### config.mk
export PLATFORM = sky130hd
export DESIGN_NAME = wb_retire_unit
export DESIGN_NICKNAME = d
export VERILOG_FILES = /design/src/rtl/cpu_types_pkg.sv /design/src/rtl/wb_halt_fsm.sv /design/src/rtl/wb_retire_unit.sv
export SDC_FILE = /design/constraint.sdc
export NUM_CORES = 1
export LEC_CHECK = 0
export BUFFER_PORTS_ARGS = -buffer_cell sky130_fd_sc_hd__buf_4
export CORE_MARGIN = 4
export CORE_UTILIZATION = 41
export CTS_CLUSTER_DIAMETER = 120
export DETAILED_ROUTE_END_ITERATION = 8
export PLACE_DENSITY = 0.75
export SLEW_MARGIN = 10
export SYNTH_ARGS = -nofsm -noshare
export SYNTH_HDL_FRONTEND = slang
export SYNTH_SLANG_ARGS = --single-unit
### constraint.sdc
create_clock -name CLK -period 2.83 [get_ports CLK]
set_input_delay 0.4245 -clock CLK [delete_from_list [all_inputs] [get_ports CLK]]
set_output_delay 0.4245 -clock CLK [all_outputs]
set_load 0.01 [all_outputs]
### src/rtl/cpu_types_pkg.sv
// Shared CPU types: data words, register selects, opcodes and the enums used
// by the write-back/retire stage.
package cpu_types_pkg;

  typedef logic [31:0] word_t;
  typedef logic [4:0]  regbits_t;

  typedef enum logic [5:0] {
    RTYPE = 6'h00,
    J     = 6'h02,
    JAL   = 6'h03,
    BEQ   = 6'h04,
    ADDIU = 6'h09,
    LW    = 6'h23,
    SW    = 6'h2B,
    HALT  = 6'h3F
  } opcode_t;

  typedef enum logic [1:0] {RD_RT, RD_RD, RD_RA, RD_NONE} regdst_t;

  typedef enum logic [1:0] {WB_RUN, WB_FLUSH, WB_HALTED} wb_state_t;

  localparam regbits_t REG_ZERO = 5'd0;
  localparam regbits_t REG_RA   = 5'd31;

endpackage

### src/rtl/wb_halt_fsm.sv
// Halt sequencer: RUN until HALT retires, FLUSH until the dcache reports done,
// then HALTED until reset. Outputs decode straight from the state register.
module wb_halt_fsm
  import cpu_types_pkg::*;
(
  input  logic CLK,
  input  logic nRST,
  input  logic i_halt_ret,
  input  logic i_flush_done,
  output logic o_in_run,
  output logic o_dcache_flush,
  output logic o_halt
);

  wb_state_t r_state, w_next;

  always_ff @(posedge CLK) begin
    if (!nRST) r_state <= WB_RUN;
    else       r_state <= w_next;
  end

  // flush_done only matters once FLUSH is the registered state
  always_comb begin
    w_next = r_state;
    case (r_state)
      WB_RUN:    if (i_halt_ret)   w_next = WB_FLUSH;
      WB_FLUSH:  if (i_flush_done) w_next = WB_HALTED;
      WB_HALTED: w_next = WB_HALTED;
      default:   w_next = WB_RUN;
    endcase
  end

  assign o_in_run       = (r_state == WB_RUN);
  assign o_dcache_flush = (r_state == WB_FLUSH);
  assign o_halt         = (r_state == WB_HALTED);

endmodule

### src/rtl/wb_retire_unit.sv
// WB-stage consumer: register-file write port, one-cycle forward copy,
// saturating retire counter and the HALT/flush sequencer.
module wb_retire_unit
  import cpu_types_pkg::*;
#(
  parameter int CNT_W  = 32,
  parameter int PC_INC = 4
) (
  input  logic             CLK,
  input  logic             nRST,
  input  logic             wb_enable,
  input  word_t            Output_Port_WB,
  input  word_t            dmemload_WB,
  input  logic             memtoReg_WB,
  input  logic             RegWr_WB,
  input  logic [1:0]       RegDst_WB,
  input  opcode_t          opcode_WB,
  input  word_t            instr_WB,
  input  word_t            imemaddr_WB,
  input  logic             flush_done,
  output logic             WEN,
  output regbits_t         wsel,
  output word_t            wdat,
  output logic             dcache_flush,
  output logic             halt,
  output logic             fwd_valid,
  output regbits_t         fwd_reg,
  output word_t            fwd_data,
  output logic [CNT_W-1:0] retired
);

  logic       w_in_run, w_ret, w_is_halt;
  regdst_t    w_dst;
  logic [CNT_W-1:0] r_retired;

  assign w_dst     = regdst_t'(RegDst_WB);
  assign w_is_halt = (opcode_WB == HALT);
  // an all-zero instruction word is a bubble
  assign w_ret     = wb_enable & (instr_WB != '0) & w_in_run;

  wb_halt_fsm u_fsm (
    .CLK           (CLK),
    .nRST          (nRST),
    .i_halt_ret    (w_ret & w_is_halt),
    .i_flush_done  (flush_done),
    .o_in_run      (w_in_run),
    .o_dcache_flush(dcache_flush),
    .o_halt        (halt)
  );

  always_comb begin
    wsel = REG_ZERO;
    case (w_dst)
      RD_RT:   wsel = instr_WB[20:16];
      RD_RD:   wsel = instr_WB[15:11];
      RD_RA:   wsel = REG_RA;
      default: wsel = REG_ZERO;
    endcase
  end

  always_comb begin
    if (opcode_WB == JAL) wdat = imemaddr_WB + word_t'(PC_INC);
    else if (memtoReg_WB) wdat = dmemload_WB;
    else                  wdat = Output_Port_WB;
  end

  assign WEN = nRST & w_ret & RegWr_WB & (w_dst != RD_NONE) &
               (wsel != REG_ZERO) & ~w_is_halt;

  always_ff @(posedge CLK) begin
    if (!nRST) begin
      fwd_valid <= 1'b0;
      fwd_reg   <= REG_ZERO;
      fwd_data  <= '0;
      r_retired <= '0;
    end else begin
      fwd_valid <= WEN;
      fwd_reg   <= wsel;
      fwd_data  <= wdat;
      if (w_ret && (r_retired != '1)) r_retired <= r_retired + CNT_W'(1);
    end
  end

  assign retired = r_retired;

endmodule

# ---- After elaboration in Yosys (flattened, before gate mapping)
# Index checks and enable logic that the tools add are counted.
dict set report totals {
  register_bits 72
  output_inout_bits 110
}
dict set report classes {
  n_addsub 2
  eq_ne 10
  mux 6
  n_bitwise 9
  reduce_logical 6
}
# operator count
set op_table {}
lappend op_table {{32-bit two-way mux} 2}
lappend op_table {{32-bit by 1-bit adder with 32-bit output (second input constant)} 1}
lappend op_table {{32-bit by 3-bit adder with 32-bit output (second input constant)} 1}
lappend op_table {{32-bit != test (second input constant)} 1}
lappend op_table {{32-bit nonzero test} 1}
lappend op_table {{5-bit one-hot mux with 3 select lines} 1}
lappend op_table {{1-bit AND} 8}
lappend op_table {{6-bit by 2-bit equality test with 1-bit output (second input constant)} 1}
lappend op_table {{6-bit equality test (second input constant)} 1}
lappend op_table {{2-bit one-hot mux with 3 select lines} 1}
lappend op_table {{5-bit nonzero test} 1}
lappend op_table {{2-bit by 1-bit equality test with 1-bit output (second input constant)} 2}
lappend op_table {{2-bit equality test (second input constant)} 2}
lappend op_table {{2-bit zero test} 2}
lappend op_table {{2-bit two-way mux} 2}
lappend op_table {{2-bit != test (second input constant)} 2}
lappend op_table {{2-bit by 1-bit != test with 1-bit output (second input constant)} 1}
lappend op_table {{2-bit AND reduction} 1}
lappend op_table {{1-bit logical AND} 1}
lappend op_table {{1-bit inverter} 1}

# ---- Logic depth before layout (Yosys ltp)
# Gate-level depths: netlist of run 1.
dict set report logic_depth {
  ltp_word 8
  depth_mapped 8
  mapped_depth_nobuf 7
}

# ---- Modules after synthesis
# A second synthesis of run 1 with hierarchy kept.
dict set report hier_totals {
  hier_cells 510
  hier_area_um2 4189.0
}
# module instances cells_per_inst area_per_inst_um2 seq_area_each_um2
set modules_own_cells {}
lappend modules_own_cells {wb_retire_unit 1 495 4045.1 1401.3}
lappend modules_own_cells {wb_halt_fsm 1 15 143.9 40.0}

# ---- Worst setup path after synthesis of run 1
# No wires, ideal clock.
dict set report synth_path {
  path_kind {input-to-output}
  startpoint {input port imemaddr_WB[9]}
  endpoint {output port wdat[30]}
  arrival_ps 1780
  required_time_ps 2406
  setup_slack_ps 626
  cell_stages 7
  n_path_buf 2
  path_cell_list {nand4_2 -> or3_1 -> buf_6 -> buf_6 -> nor4_4 -> xnor2_1 -> a21oi_1}
}
dict set report synth_between {
  elab_chain_len 2
}
# element line
set synth_rtl {}
lappend synth_rtl {{from (decl)} wb_retire_unit.sv:19} ;# input word_t imemaddr_WB,
lappend synth_rtl {{32-bit by 3-bit adder with 32-bit output} wb_retire_unit.sv:62} ;# if (opcode_WB == JAL) wdat = imemaddr_WB + word_t'(PC_INC);
lappend synth_rtl {{32-bit two-way mux} wb_retire_unit.sv:62}
lappend synth_rtl {{to (decl)} wb_retire_unit.sv:23} ;# output word_t wdat,
# No other way between the ends.

# ---- Worst setup path after layout of run 1
dict set report layout_path {
  startpoint {input port imemaddr_WB[9]}
  endpoint {output port wdat[27]}
}
# The elaborated chain is that of the path after synthesis.

==> results.py, run 1 <==
metrics = {
    "critical_path": {
        "cp_common_cell": "buf_4",
        "path_buf_inv": 2,
        "worst-setup-path-type": "in2out",
        "end_kind": "primary output",
        "path_cells": "buf_4 > nand4_2 > or3_1 > nor4_1 > xnor2_1 > a21oi_1 > buf_4",
        "cp.required_ns": 2.41,
        "cp_slowest_cell": "or3_1",
        "path_delay_family": "simple AND/OR/NAND/NOR gates",
        "path_max_fanout": 15,
        "crit_path_max_incr_delay_ns": 0.63,
        "critPathArrivalTime_ns": 2.20,
        "critical_path.startpoint_type": "input port",
    },
    "global_route": {
        "grt_usage_pct": 24.88,
        "grt-ovfl-total": 0,
        "antenna_found_initial": 0,
        "grt_pass1_vias": 5056,
        "grt_pass1_wl_mm": 25.73,
        "grt_max_degree": 59,
    },
    "clock_network": {
        "root_buffer": "clkbuf_8",
        "ctsHoldBuffers": 0,
        "cts_buffer_depth": 2,
        "clk_pin_slew_ns": 0.08,
        "cts_tree": "done",
        "cts_resized": 0,
        "htree_num_levels": 3,
        "cts_sinks": 72,
        "worstSkewPairLatency_ns": 0.35,
        "cts_buffers": 9,
        "cts_setup_buffers": 0,
    },
    "sta": {
        "setup_viol": 0,
        "relSlewSlack_pct": 56.51,
        "rsz0062_at_grt": "false",
        "max_freq_mhz": 381.5,
        "hold_viol": 0,
        "finalCriticalPeriod_ns": 2.621,
        "period_share_pct": 92.63,
        "maxSlewViolCount": 0,
        "clock_skew_ns": 0.006353,
        "tightest_slew_ns": 0.6464,
        "fin_tns_setup_ns": 0,
    },
    "cells_and_area": {
        "layoutNonFillerInstCount": 936,
        "fill_cells": 916,
        "mostFrequentLayoutCells": "buf_4, dfxtp_1, nand2_1",
        "finalNetCount": 943,
        "area_growth_pct": 49.19,
        "final_common_cell": "buf_4",
        "num_antenna_cells": 0,
        "final_layout_size_suffix_gt1_share_pct": 36.75,
    },
    "detailed_routing": {
        "ant_nets": 0,
        "wl_mm": 16.45,
        "initialDrtViolationCount": 294,
        "wl_per_cell_um": 17.57,
        "firstDrtPassIters": 5,
        "drc": 0,
        "viasPerCell": 5.567,
        "vias": 5211,
    },
    "synth": {
        "synth-main-ff-cell": "dfxtp_1",
        "synth_area_per_cell_um2": 8.127,
        "syn-num-nets": 701,
        "yosysUniqueCellTypes": 49,
        "synthArstFlopShare_pct": 0,
        "netlist_instances": 553,
        "synth_area_leaders": "dfxtp_1, a211oi_1, xnor2_1",
        "yosysSeqAreaShare_pct": 32.07,
        "synth_edf_count": 0,
        "synth_top_area_share_pct": 32.07,
        "yosysWarnings": 0,
        "synth_area_leader_cell": "dfxtp_1",
        "syn_area_um2": 4494,
        "ys_ff_latch": 72,
    },
    "power_and_ir_drop": {
        "seqPwrFrac_pct": 40.7,
        "ir_drop_mv": 0.2704,
        "intPower_mw": 1.902,
        "swShare_pct": 28.50,
        "clkPwrFrac_pct": 34.5,
        "switchingPower_mw": 0.7581,
        "p_comb_share_pct": 24.8,
        "p_leak_nw": 2.738,
        "powerDensity_nw_per_um2": 396.6,
    },
    "status": {
        "status": "finished, final reports clean",
    },
    "place": {
        "hpwl_mm": 13.31,
        "place_inst": 920,
        "place.gp.congestion": 0.8495,
        "port_buffers": 251,
    },
    "floorplan": {
        "fp-row-count": 37,
        "die_area_um2": 12700,
        "initial_core_util_pct": 42.77,
        "die_x_um": 112.7,
        "io-pin-count": 252,
        "die-height_um": 112.7,
        "core_um2": 10510,
    },
    "worst_hold_path": {
        "holdCritPathClass": "in2reg",
    },
    "job": {
        "cap_violations": 0,
    },
}
-- area by class of cell --
class                           count  area (um^2)  share of cell area, %
Clock buffer                        9        123.9                  1.847
Sequential cell                    72         1441                  21.50
Timing Repair Buffer              265         2002                  29.86
Tap cell                          136        170.2                  2.538
Clock inverter                      7        95.09                  1.418
Multi-Input combinational cell    435         2828                  42.17
Inverter                           12        45.04                 0.6718
-- stage by stage --
| step | worst slack [ns] | utilization [%] | hold slack (ns) | instance area [um^2] | power (mW) |
|---|---|---|---|---|---|
| 2_1_floorplan | 0.6258 | - | 0.4883 | 4494 | 1.376 |
| 3_3_place_gp | 0.2399 | 61.72 | 0.4713 | 6486 | 1.751 |
| 3_5_place_dp | 0.1940 | 61.72 | 0.4748 | 6486 | 1.768 |
| 4_1_cts | 0.1963 | 63.81 | 0.3486 | 6705 | 2.681 |
| 5_1_grt | 0.04425 | 63.81 | 0.3516 | 6705 | 2.784 |
| 6_report | 0.2085 | 63.81 | 0.3687 | 6705 | 2.660 |
-- power groups by stage --
stage,clock (mW),combinational (mW),sequential [mW]
after floorplan,0,0.254,1.12
after global placement,0,0.648,1.10
after detailed placement,0,0.662,1.11
after CTS,0.935,0.664,1.08
after global routing,0.981,0.716,1.09
final,0.918,0.660,1.08
-- worst register-to-register path: cells and delay by family (launching register included) --
family	cells	cell delay, ns
simple gates	4	1.21
flops	1	0.47
buf+inv	1	0.28
compound gates	1	0.06
-- Yosys cell counts, types with 3 or more instances --
cell type and n:
dfxtp_1 72, nor3_1 13, a21oi_1 45, inv_1 11, nand2_1 49, and3_1 8, or3_1 6, o211ai_1 4
and4_1 7, nor4b_1 3, nor2b_1 26, nand4_1 15, nor2_1 13, or4_1 13, xnor2_1 26, nand2b_1 13
o311ai_0 3, buf_2 5, o21ai_0 15, and2_1 26, clkbuf_1 20, ha_1 6, buf_6 5, mux2i_1 18
nor3_2 3, o31ai_1 14, nand3_1 18, nor4_1 30, a211oi_1 39
-- path summary, 6_finish.rpt --
kind	from	end	slack, ns	depth (start not counted)
setup / recovery	imemaddr_WB[9]	wdat[27]	0.21	7
hold / removal	RegWr_WB	fwd_valid$_SDFF_PN0_	0.37	3
setup reg to reg	retired[12]$_SDFFE_PN0P_	retired[15]$_SDFFE_PN0P_	0.70	6
hold reg to reg	retired[27]$_SDFFE_PN0P_	retired[27]$_SDFFE_PN0P_	0.48	2
-- cells by family (layout without fill, tap and decap cells) --
family / count (synthesis) / after routing / synth area share, %
AND/OR/NAND/NOR: 252 / 252 / 32.80
AO/OA/AOI/OAI: 132 / 132 / 19.15
flip-flops: 72 / 72 / 32.07
buffers and inverters: 46 / 293 / 5.039
XOR/XNOR: 27 / 27 / 5.262
multiplexers: 18 / 18 / 4.009
adder cells (fa/ha/maj): 6 / 6 / 1.670
-- per-layer routing --
metal	vias to the layer above	part of all wire, %	GRT usage [%]
li1	2545	-	-
met1	2432	39	28.73
met2	212	50	43.17
met3	22	9.4	8.503
met4	0	1.9	8.013
met5	-	0	0
Note: power is estimated with default switching activity, not from simulation.
==> run 2: changes to the inputs <==
- ABC_AREA: default -> 1
- PLACE_DENSITY: 0.75 -> 0.72
==> results.py, run 2 <==
metrics = {
    "sta": {
        "clock_skew_ns": 0.006330,
        "fin_tns_setup_ns": 0,
        "period_share_pct": 83.32,
        "relSlewSlack_pct": 57.50,
        "finalCriticalPeriod_ns": 2.358,
        "maxSlewViolCount": 0,
        "tightest_slew_ns": 0.6366,
        "max_freq_mhz": 424.1,
        "hold_viol": 0,
        "setup_viol": 0,
        "rsz0062_at_grt": "false",
        "holdWs_ns": 0.3245,
    },
    "clock_network": {
        "cts_resized": 0,
        "cts_buffer_depth": 2,
        "clk_pin_slew_ns": 0.06,
        "htree_num_levels": 3,
        "cts_buffers": 9,
        "root_buffer": "clkbuf_16",
        "worstSkewPairLatency_ns": 0.34,
        "cts_sinks": 72,
        "cts_setup_buffers": 0,
        "cts_tree": "done",
        "ctsHoldBuffers": 0,
    },
    "synth": {
        "syn_area_um2": 5235,
        "syn-num-nets": 992,
        "yosysUniqueCellTypes": 37,
        "netlist_top_cells_count": "nand2_1, nor2_1, inv_1, dfxtp_1",
        "synth_area_per_cell_um2": 6.203,
        "synthArstFlopShare_pct": 0,
        "netlist_instances": 844,
        "synth_top_area_share_pct": 27.53,
        "synth_edf_count": 0,
        "synth_area_leader_cell": "dfxtp_1",
        "synth_area_leaders": "dfxtp_1, nand2_1, nor2_1",
        "synth-main-ff-cell": "dfxtp_1",
        "yosysSeqAreaShare_pct": 27.53,
        "ys_ff_latch": 72,
        "yosysWarnings": 0,
        "yosys.cell_count.top_type": "nand2_1",
    },
    "critical_path": {
        "cp_common_cell": "nand3_1",
        "r2r_cells": 9,
        "crit_path_max_incr_delay_ns": 0.29,
        "path_max_fanout": 5,
        "reg2reg_setup_slack_ns": 0.83,
        "r2r_start": "retired[0]$_SDFFE_PN0P_",
        "cp_slowest_cell": "nor2_1",
        "critPathArrivalTime_ns": 1.93,
        "path_buf_inv": 3,
        "end_kind": "primary output",
        "critical_path.startpoint_type": "input port",
        "path_delay_family": "simple AND/OR/NAND/NOR gates",
        "cp.required_ns": 2.41,
        "worst-setup-path-type": "in2out",
        "path_cells": "buf_4 > ha_1 > nand3_1 > nor2_1 > nand3_1 > inv_1 > a21o_1 > nand3_1 > nand2_1 > buf_4",
        "r2r-end": "retired[19]$_SDFFE_PN0P_",
    },
    "cells_and_area": {
        "final_common_cell": "nand2_1",
        "mostFrequentLayoutCells": "nand2_1, buf_4, nor2_1",
        "fill_cells": 1262,
        "area_growth_pct": 44.14,
        "fin_area_um2": 7546,
        "finalNetCount": 1233,
        "seqCellArea_um2": 1441,
        "multi_input_area_um2": 3322,
        "num_antenna_cells": 0,
        "layoutNonFillerInstCount": 1262,
        "final_layout_size_suffix_gt1_share_pct": 30.83,
    },
    "job": {
        "cap_violations": 0,
    },
    "floorplan": {
        "core_um2": 12570,
        "fp-row-count": 41,
        "io-pin-count": 252,
        "die_area_um2": 14640,
        "initial_core_util_pct": 41.65,
        "die_x_um": 121.0,
        "die-height_um": 121.0,
    },
    "power_and_ir_drop": {
        "seqPwrFrac_pct": 36.1,
        "switchingPower_mw": 0.9440,
        "clkPwrFrac_pct": 35.4,
        "intPower_mw": 2.104,
        "swShare_pct": 30.97,
        "ir_drop_mv": 0.2645,
        "p_leak_nw": 3.579,
        "p_comb_share_pct": 28.5,
        "powerDensity_nw_per_um2": 403.9,
    },
    "detailed_routing": {
        "initialDrtViolationCount": 352,
        "drc": 0,
        "firstDrtPassIters": 5,
        "wl_mm": 18.19,
        "wl_per_cell_um": 14.41,
        "viasPerCell": 4.856,
        "vias": 6128,
        "ant_nets": 0,
    },
    "status": {
        "status": "finished, final reports clean",
    },
    "global_route": {
        "grt_max_degree": 36,
        "grt_pass1_wl_mm": 28.90,
        "grt_pass1_vias": 5957,
        "grt_usage_pct": 24.82,
        "grt-ovfl-total": 0,
        "antenna_found_initial": 0,
    },
    "worst_hold_path": {
        "min_from": "imemaddr_WB[2]",
        "holdPathStages": 2,
        "holdPathEnd": "fwd_data[2]$_SDFF_PN0_",
        "holdCritPathClass": "in2reg",
    },
    "place": {
        "place_inst": 1246,
        "hpwl_mm": 14.94,
        "port_buffers": 251,
        "place.gp.congestion": 0.9540,
        "placed_area_um2": 7262,
    },
}
## run 2: changes by cell type in the layout (fill, tap and decap cells not counted), moves of 24 or more
cell	delta
nor2_1	+84
nor2b_1	-26
nand2_1	+226
a211oi_1	-33
nand3_1	+37
inv_1	+73
nor4_1	-30
and2_1	-24
## run 2: area by class of cell
cell class,instances,area share (%)
clock buffers,11,3.349
clock inverters,5,0.4145
inverters,89,4.427
multi-input cells,655,44.02
flip-flops and latches,72,19.10
well taps,172,2.852
repair buffers,258,25.83
## run 2: logic make-up after synthesis
logic type | count (synthesis) | synth area share (%)
muxes | 21 | 4.517
DFF | 72 | 27.53
and+or+nand+nor | 498 | 41.16
buffers and inverters | 117 | 9.010
xor gates and xnor gates | 29 | 4.852
adders and majority gates | 6 | 1.434
AOI/OAI and AO/OA | 101 | 11.50
## run 2: how the worst max path moves through the flow
stage | start | endpoint | slack, ns | cells past startpoint
final | imemaddr_WB[2] | wdat[20] | 0.47 | 10
after global routing | imemaddr_WB[2] | wdat[20] | 0.29 | 10
after CTS | imemaddr_WB[2] | wdat[20] | 0.47 | 10
after detailed placement | imemaddr_WB[2] | wdat[20] | 0.48 | 10
after global placement | imemaddr_WB[2] | wdat[20] | 0.52 | 10
after floorplan | imemaddr_WB[2] | wdat[20] | 0.94 | 8
## run 2: power groups by stage
stage               combinational, mW  sequential [mW]  clock (mW)
global route                    0.951             1.10        1.15
global placement                0.865             1.12           0
floorplan                       0.447             1.14           0
CTS                             0.875             1.10        1.10
detailed placement              0.870             1.12           0
finish                          0.868             1.10        1.08
## run 2: through the flow
stage               setup slack, ns  total power [mW]  util, %
floorplan                    0.9447             1.586        -
global placement             0.5220             1.985    57.78
detailed placement           0.4757             1.990    57.78
CTS                          0.4746             3.076    60.04
global route                 0.2882             3.205    60.04
finish                       0.4720             3.048    60.04
## run 2: layer usage
metal,routed length (um),track usage (%),up-vias
met5,0,0,-
met4,518,8.994,0
met3,1449,8.159,35
met2,8880,42.93,194
met1,7339,28.48,2723
li1,-,-,3176
